### src/rtl/food_placer.sv
// ---------------------------------------------------------------------------
// food_placer
//
// Picks a free grid cell for the next piece of food. On a request it samples
// the free-running random coordinate source, rejects out-of-range
// candidates, and asks the occupancy map whether each in-range candidate is
// taken. It publishes the first free cell it finds. After MAX_TRIES failed
// random attempts it switches to a linear scan that starts one cell past the
// last candidate. The scan is bounded, so every request ends in either a
// placement (done) or a full-grid report (grid_full).
//
// Ports:
//   mclk, rst_n        clock, synchronous active-low reset
//   req                one-cycle placement request (ignored while busy)
//   ran_h, ran_v       random coordinates; low HW / VW bits are used
//   occ_rd             one-cycle occupancy query strobe
//   occ_h, occ_v       queried cell, held until the answer returns
//   occ_valid, occ_hit occupancy answer (hit = occupied)
//   busy               high whenever not idle
//   food_h, food_v     placed food position
//   food_valid         food position valid, held until the next request
//   done               one-cycle pulse on placement
//   grid_full          one-cycle pulse when no free cell exists
//
// Optional build macro FOOD_PLACER_STATS_EN adds:
//   last_attempts[15:0] queries issued for the most recent placement/full
//   scan_used           last result came from the linear scan
// ---------------------------------------------------------------------------
module food_placer #(
    parameter int H_CELLS   = 80,
    parameter int V_CELLS   = 60,
    parameter int HW        = 7,
    parameter int VW        = 6,
    parameter int MAX_TRIES = 16
) (
    input  logic          mclk,
    input  logic          rst_n,
    input  logic          req,
    input  logic [31:0]   ran_h,
    input  logic [31:0]   ran_v,
    output logic          occ_rd,
    output logic [HW-1:0] occ_h,
    output logic [VW-1:0] occ_v,
    input  logic          occ_valid,
    input  logic          occ_hit,
    output logic          busy,
    output logic [HW-1:0] food_h,
    output logic [VW-1:0] food_v,
    output logic          food_valid,
    output logic          done,
    output logic          grid_full
`ifdef FOOD_PLACER_STATS_EN
    ,
    output logic [15:0]   last_attempts,
    output logic          scan_used
`endif
);

    localparam int CELLS  = H_CELLS * V_CELLS;
    localparam int TRY_W  = $clog2(MAX_TRIES + 1);
    localparam int SCNT_W = $clog2(CELLS + 1);

    localparam logic [31:0]       H_LIM   = 32'(H_CELLS);
    localparam logic [31:0]       V_LIM   = 32'(V_CELLS);
    localparam logic [TRY_W-1:0]  MAX_C   = TRY_W'(MAX_TRIES);
    localparam logic [SCNT_W-1:0] CELLS_C = SCNT_W'(CELLS);

    typedef enum logic [3:0] {
        ST_IDLE   = 4'd0,
        ST_SAMPLE = 4'd1,
        ST_QUERY  = 4'd2,
        ST_WAIT   = 4'd3,
        ST_CHECK  = 4'd4,
        ST_SCAN_Q = 4'd5,
        ST_SCAN_W = 4'd6,
        ST_PLACE  = 4'd7,
        ST_FULL   = 4'd8
    } state_t;

    // True when (h, v) lies inside the playing field.
    function automatic logic in_range(input logic [HW-1:0] h, input logic [VW-1:0] v);
        return (32'(h) < H_LIM) && (32'(v) < V_LIM);
    endfunction

    // Raster-order successor of a cell, wrapping at the grid end. Anything
    // outside the grid maps to (0,0) so the scan always starts in range.
    function automatic logic [HW+VW-1:0] next_cell(input logic [HW-1:0] h, input logic [VW-1:0] v);
        logic [HW-1:0] nh;
        logic [VW-1:0] nv;
        if (!in_range(h, v)) begin
            nh = {HW{1'b0}};
            nv = {VW{1'b0}};
        end else if ((32'(h) + 32'd1) == H_LIM) begin
            nh = {HW{1'b0}};
            if ((32'(v) + 32'd1) == V_LIM) begin
                nv = {VW{1'b0}};
            end else begin
                nv = v + 1'b1;
            end
        end else begin
            nh = h + 1'b1;
            nv = v;
        end
        return {nv, nh};
    endfunction

    state_t              state_r;
    logic [HW-1:0]       cand_h_r;
    logic [VW-1:0]       cand_v_r;
    logic [TRY_W-1:0]    try_cnt_r;
    logic [SCNT_W-1:0]   scan_cnt_r;
    logic                occ_rd_r;
    logic                busy_r;
    logic [HW-1:0]       food_h_r;
    logic [VW-1:0]       food_v_r;
    logic                food_valid_r;
    logic                done_r;
    logic                grid_full_r;

    logic [HW-1:0]       ran_h_s;
    logic [VW-1:0]       ran_v_s;
    logic [HW-1:0]       nxt_h_s;
    logic [VW-1:0]       nxt_v_s;
    logic [TRY_W-1:0]    try_nxt_s;
    logic [SCNT_W-1:0]   scan_nxt_s;
    logic                unused_ran_s;

    assign ran_h_s            = ran_h[HW-1:0];
    assign ran_v_s            = ran_v[VW-1:0];
    assign {nxt_v_s, nxt_h_s} = next_cell(cand_h_r, cand_v_r);
    assign try_nxt_s          = try_cnt_r + 1'b1;
    assign scan_nxt_s         = scan_cnt_r + 1'b1;
    // Only the low coordinate bits of the random source are meaningful.
    assign unused_ran_s       = ^{ran_h[31:HW], ran_v[31:VW]};

    // Placement sequencer: state, candidate, counters and all registered outputs.
    always_ff @(posedge mclk) begin
        if (!rst_n) begin
            state_r      <= ST_IDLE;
            cand_h_r     <= {HW{1'b0}};
            cand_v_r     <= {VW{1'b0}};
            try_cnt_r    <= {TRY_W{1'b0}};
            scan_cnt_r   <= {SCNT_W{1'b0}};
            occ_rd_r     <= 1'b0;
            busy_r       <= 1'b0;
            food_h_r     <= {HW{1'b0}};
            food_v_r     <= {VW{1'b0}};
            food_valid_r <= 1'b0;
            done_r       <= 1'b0;
            grid_full_r  <= 1'b0;
        end else begin
            // Strobes are single-cycle; they are raised only on entry to
            // the state that owns them.
            occ_rd_r    <= 1'b0;
            done_r      <= 1'b0;
            grid_full_r <= 1'b0;
            case (state_r)
                ST_IDLE: begin
                    if (req) begin
                        state_r      <= ST_SAMPLE;
                        busy_r       <= 1'b1;
                        try_cnt_r    <= {TRY_W{1'b0}};
                        scan_cnt_r   <= {SCNT_W{1'b0}};
                        food_valid_r <= 1'b0;
                    end
                end
                ST_SAMPLE: begin
                    cand_h_r <= ran_h_s;
                    cand_v_r <= ran_v_s;
                    if (in_range(ran_h_s, ran_v_s)) begin
                        state_r  <= ST_QUERY;
                        occ_rd_r <= 1'b1;
                    end else begin
                        // Out-of-range candidate burns a try without a query.
                        state_r <= ST_CHECK;
                    end
                end
                ST_QUERY: begin
                    state_r <= ST_WAIT;
                end
                ST_WAIT: begin
                    if (occ_valid) begin
                        if (!occ_hit) begin
                            state_r      <= ST_PLACE;
                            food_h_r     <= cand_h_r;
                            food_v_r     <= cand_v_r;
                            food_valid_r <= 1'b1;
                            done_r       <= 1'b1;
                        end else begin
                            state_r <= ST_CHECK;
                        end
                    end
                end
                ST_CHECK: begin
                    try_cnt_r <= try_nxt_s;
                    if (try_nxt_s < MAX_C) begin
                        state_r <= ST_SAMPLE;
                    end else begin
                        state_r    <= ST_SCAN_Q;
                        cand_h_r   <= nxt_h_s;
                        cand_v_r   <= nxt_v_s;
                        scan_cnt_r <= {SCNT_W{1'b0}};
                        occ_rd_r   <= 1'b1;
                    end
                end
                ST_SCAN_Q: begin
                    state_r <= ST_SCAN_W;
                end
                ST_SCAN_W: begin
                    if (occ_valid) begin
                        if (!occ_hit) begin
                            state_r      <= ST_PLACE;
                            food_h_r     <= cand_h_r;
                            food_v_r     <= cand_v_r;
                            food_valid_r <= 1'b1;
                            done_r       <= 1'b1;
                        end else begin
                            scan_cnt_r <= scan_nxt_s;
                            if (scan_nxt_s == CELLS_C) begin
                                // Every cell has been visited once and all are occupied.
                                state_r      <= ST_FULL;
                                grid_full_r  <= 1'b1;
                                food_valid_r <= 1'b0;
                            end else begin
                                state_r  <= ST_SCAN_Q;
                                cand_h_r <= nxt_h_s;
                                cand_v_r <= nxt_v_s;
                                occ_rd_r <= 1'b1;
                            end
                        end
                    end
                end
                ST_PLACE: begin
                    state_r <= ST_IDLE;
                    busy_r  <= 1'b0;
                end
                ST_FULL: begin
                    state_r <= ST_IDLE;
                    busy_r  <= 1'b0;
                end
                default: begin
                    state_r      <= ST_IDLE;
                    busy_r       <= 1'b0;
                    food_valid_r <= 1'b0;
                end
            endcase
        end
    end

    assign occ_rd     = occ_rd_r;
    assign occ_h      = cand_h_r;
    assign occ_v      = cand_v_r;
    assign busy       = busy_r;
    assign food_h     = food_h_r;
    assign food_v     = food_v_r;
    assign food_valid = food_valid_r;
    assign done       = done_r;
    assign grid_full  = grid_full_r;

`ifdef FOOD_PLACER_STATS_EN
    // Saturating 16-bit increment so a huge grid cannot wrap the count.
    function automatic logic [15:0] sat_inc16(input logic [15:0] x);
        if (x == 16'hFFFF) begin
            return x;
        end else begin
            return x + 16'd1;
        end
    endfunction

    logic [15:0] qry_cnt_r;
    logic [15:0] last_attempts_r;
    logic        scan_used_r;

    // Count queries per request and latch the totals when the request completes.
    always_ff @(posedge mclk) begin
        if (!rst_n) begin
            qry_cnt_r       <= 16'd0;
            last_attempts_r <= 16'd0;
            scan_used_r     <= 1'b0;
        end else begin
            if ((state_r == ST_IDLE) && req) begin
                qry_cnt_r <= 16'd0;
            end else if (occ_rd_r) begin
                qry_cnt_r <= sat_inc16(qry_cnt_r);
            end else begin
                qry_cnt_r <= qry_cnt_r;
            end
            if (state_r == ST_PLACE) begin
                last_attempts_r <= qry_cnt_r;
                // The try counter only reaches MAX_TRIES on the way into the scan.
                scan_used_r     <= (try_cnt_r == MAX_C);
            end else if (state_r == ST_FULL) begin
                last_attempts_r <= qry_cnt_r;
                scan_used_r     <= 1'b1;
            end else begin
                last_attempts_r <= last_attempts_r;
                scan_used_r     <= scan_used_r;
            end
        end
    end

    assign last_attempts = last_attempts_r;
    assign scan_used     = scan_used_r;
`endif

endmodule

### config.mk
export PLATFORM = sky130hd
export DESIGN_NAME = food_placer
export DESIGN_NICKNAME = d
export VERILOG_FILES = /design/src/rtl/food_placer.sv
export SDC_FILE = /design/constraint.sdc
export NUM_CORES = 1
export LEC_CHECK = 0
export CORE_MARGIN = 2
export CORE_UTILIZATION = 47
export DETAILED_ROUTE_END_ITERATION = 10
export GPL_TIMING_DRIVEN = 1
export PLACE_DENSITY = 0.92
export SETUP_SLACK_MARGIN = 0.2
export SKIP_CTS_REPAIR_TIMING = 1
export SYNTH_ARGS = -nofsm -noshare
export SYNTH_HDL_FRONTEND = slang
export SYNTH_SLANG_ARGS = --single-unit
export TNS_END_PERCENT = 30
### constraint.sdc
create_clock -name mclk -period 2.5 [get_ports mclk]
set_input_delay 0.5 -clock mclk [delete_from_list [all_inputs] [get_ports mclk]]
set_output_delay 0.5 -clock mclk [all_outputs]
set_load 0.005 [all_outputs]
==> results.ini, run 1 <==
[run_status]
status=finished clean

[synthesis]
synth.distinct_cells=65
synth_nets=465
synth_area_leaders=dfxtp_1, nor2_1, a21oi_1
synth_mux_area_share_pct=3.89
synth_top_family_by_area=simple AND/OR/NAND/NOR gates
synthCells=391
syn_avg_cell_area_um2=7.89
yosys.area_share.adder_pct=2.03
synth_ff_type=dfxtp_1
synth_compound_area_share_pct=25.5
synth_edf_count=0
netlist_area_um2=3090
async_reset_ff_share_pct=0
synth_area_leader_cell=dfxtp_1
synth_seq_cells=53
yosys.area.top_type_share_pct=34.4
synth_simple_gate_area_share_pct=26.3
yosys-top-cells-count=nor2_1, dfxtp_1, nand2_1, a21oi_1, o21ai_0
synth-seq-area-share_pct=34.4
yosysWarningCount=0
synth_most_common_cell=nor2_1
synth_xor_area_share_pct=2.84

[place]
dp.cells=509
gp_congestion=0.959
io_buffers=48
dp_hpwl_um=5670

[finish]
areaGrowthSynthToFinish_pct=26.6
instances_no_fill=524
fin_nets=520
fillers=486
drive_gt1_share_pct=14.8
antenna_cells=0

[clock_network]
htree_num_levels=2
root_buffer=clkbuf_8
clk-insertion-delay-late_ps=320
cts_sinks=53
cts_tree=done
clock_path_buffers=2
clk_pin_slew_ps=100
numCtsBuffers=5

[grt]
gr-total-overflow=0
grt_antenna_before_repair=0
grtUsageMet1_pct=30.8
grt_max_degree=25
grt_pass1_vias=2939
grt_use_total_pct=22.6
grt_util_met3_pct=3.31
grt_busiest_layer=met2
grt_pass1_wl_um=13600
grt_util_met2_pct=37.1

[critical_path]
crit_type=reg2reg
cp_cell_sequence=buf_4, ha_1, nor2b_1, and4_1, a2bb2oi_2, and4bb_4, a211o_4, buf_4, o21ai_2, a21oi_2
cp-end-kind=register
required_ps=2720
cp_max_fo=6
crit_family=compound AO/OA/AOI/OAI gates
start_kind=register
cpPeakStageDelay_ps=380
cp.buffers_inverters=2
crit_slowest_cell=a211o_4
cpMostUsedCell=buf_4
critPathArrivalTime_ps=2490

[sta]
maxSlewViolCount=0
rsz0062_at_grt=yes
hold_violations=0
fmax_mhz=440
slew_headroom_pct=52.6
post-route-min-period_ps=2270
tightest_slew_ps=694
period_share_pct=90.8
finClkSkew_ps=8.81
setup_viol=0

[floorplan]
dieHeight_um=85.0
die_x_um=85.0
die-area_um2=7230
num_rows=29
io-pin-count=100
fp.coreArea_um2=6350
start_util_pct=48.6

[power_and_ir_drop]
netSwitchingPower_uw=628
total_power_uw=2060
p_leak_uw=0.00150
p_sw_share_pct=30.5
power_frac_seq_pct=46.3
clkPwrFrac_pct=29.1
power_density_nw_per_um2=527
power.internal_uw=1430
ir_worst_vdd_mv=0.396
combPwrFrac_pct=24.7

[drt]
dr.pass1.iters=5
vias=3314
routed_wl_um=8750
via_per_inst=6.32
wl_per_cell_um=16.7
drc=0
final_antenna_net_count=0
dr.first_iter.drc_count=355

[flow_run]
maxCapViolations=0

[min_path]
hold_class=reg2reg

==> path summary, 6_finish.rpt <==
kind / from / end / slack, ps / depth (start not counted)
worst max-delay path: scan_cnt_r[0] / occ_v[4] / 230 / 10
worst min register to register: food_valid / food_valid / 500 / 2
worst min-delay path: food_valid / food_valid / 500 / 2
worst max register to register: scan_cnt_r[0] / occ_v[4] / 230 / 10
==> power by group through the flow <==
stage / sequential (µW) / combinational, µW / clock, µW
final: 952 / 507 / 598
after global routing: 959 / 550 / 638
after CTS: 949 / 474 / 608
after detailed placement: 968 / 469 / 0
after global placement: 965 / 456 / 0
after floorplan: 951 / 302 / 0
==> area by class of cell <==
cell class                      count  area (µm²)  share of cell area, %
Tap cell                           77        96.3                   2.47
Multi-Input combinational cell    305        1920                   49.2
Sequential cell                    53        1070                   27.3
Clock buffer                        6        72.6                   1.86
Inverter                            5        18.8                  0.480
Clock inverter                      2        38.8                  0.993
Timing Repair Buffer               76         691                   17.7
==> sequential cells by signal (all words and copies together), names as in the netlist, 4 cells and up <==
name        flops
state_r         4
food_v          6
food_h          7
scan_cnt_r     13
try_cnt_r       5
occ_h           7
occ_v           6
==> metal layers <==
layer  up-vias  wire length, µm
met4         0              249
met1      1541             3550
met2       211             4200
met5         -                0
li1       1528                -
met3        34              748
==> metrics by stage <==
| step | TNS [ps] | hold slack (ps) | area (µm²) | utilization [%] | worst slack (ps) |
|---|---|---|---|---|---|
| after floorplan | 0 | 448 | 3090 | - | 206 |
| after global placement | 0 | 439 | 3690 | 58.1 | 113 |
| after detailed placement | -28.6 | 468 | 3690 | 58.1 | -28.6 |
| final | 0 | 498 | 3910 | 61.5 | 229 |
| after CTS | 0 | 482 | 3800 | 59.8 | 23.7 |
| after global routing | 0 | 522 | 3910 | 61.5 | 141 |
==> layout by cell type, fill, tap and decap left out, types with 2 or more instances in the layout <==
master,Yosys,routed
or3_1,3,3
a211oi_2,6,6
and4b_1,2,2
dfxtp_2,0,5
nand3b_1,2,2
a21o_1,2,2
o21a_1,4,4
and4_1,2,2
nor2b_1,3,3
nand4_1,5,5
a31oi_1,9,9
a22oi_1,4,4
a21oi_2,2,3
inv_1,4,4
and3_1,4,4
nor2_2,0,2
clkdlybuf4s50_1,0,48
o21ai_0,24,24
nand4b_1,2,2
o31ai_1,3,3
nand2_1,34,34
nand2b_1,6,6
dfxtp_1,53,48
o211ai_1,2,2
buf_4,0,28
a221oi_1,3,2
a21oi_1,30,29
mux2i_1,12,12
nand3_1,22,22
ha_1,5,4
o21bai_1,3,3
nor3_1,10,10
nor2_1,59,57
clkbuf_8,0,5
a2111oi_0,2,2
a311oi_1,2,2
xor2_1,8,8
==> cells by family (layout without fill, tap and decap cells) <==
group	Yosys count	count (layout)
xor gates and xnor gates	10	10
buffers and inverters	34	89
adders and majority gates	5	5
and+or+nand+nor	164	164
AOI/OAI and AO/OA	113	114
muxes	12	12
DFF	53	53
==> worst reg2reg max path, stage by stage, from the launching register on <==
cell	delay (ps)
dfxtp_2	350
buf_4	150
ha_1	190
nor2b_1	140
and4_1	220
a2bb2oi_2	160
and4bb_4	240
a211o_4	380
buf_4	160
o21ai_2	140
a21oi_2	40
Note: power is estimated with default switching activity, not from simulation.
==> run 2, diff against run 1 <==
Settings changed: SKIP_LAST_GASP from default to 1.
==> results of run 2 <==
The final DEF is identical to that of run 1; final timing and power are the same.
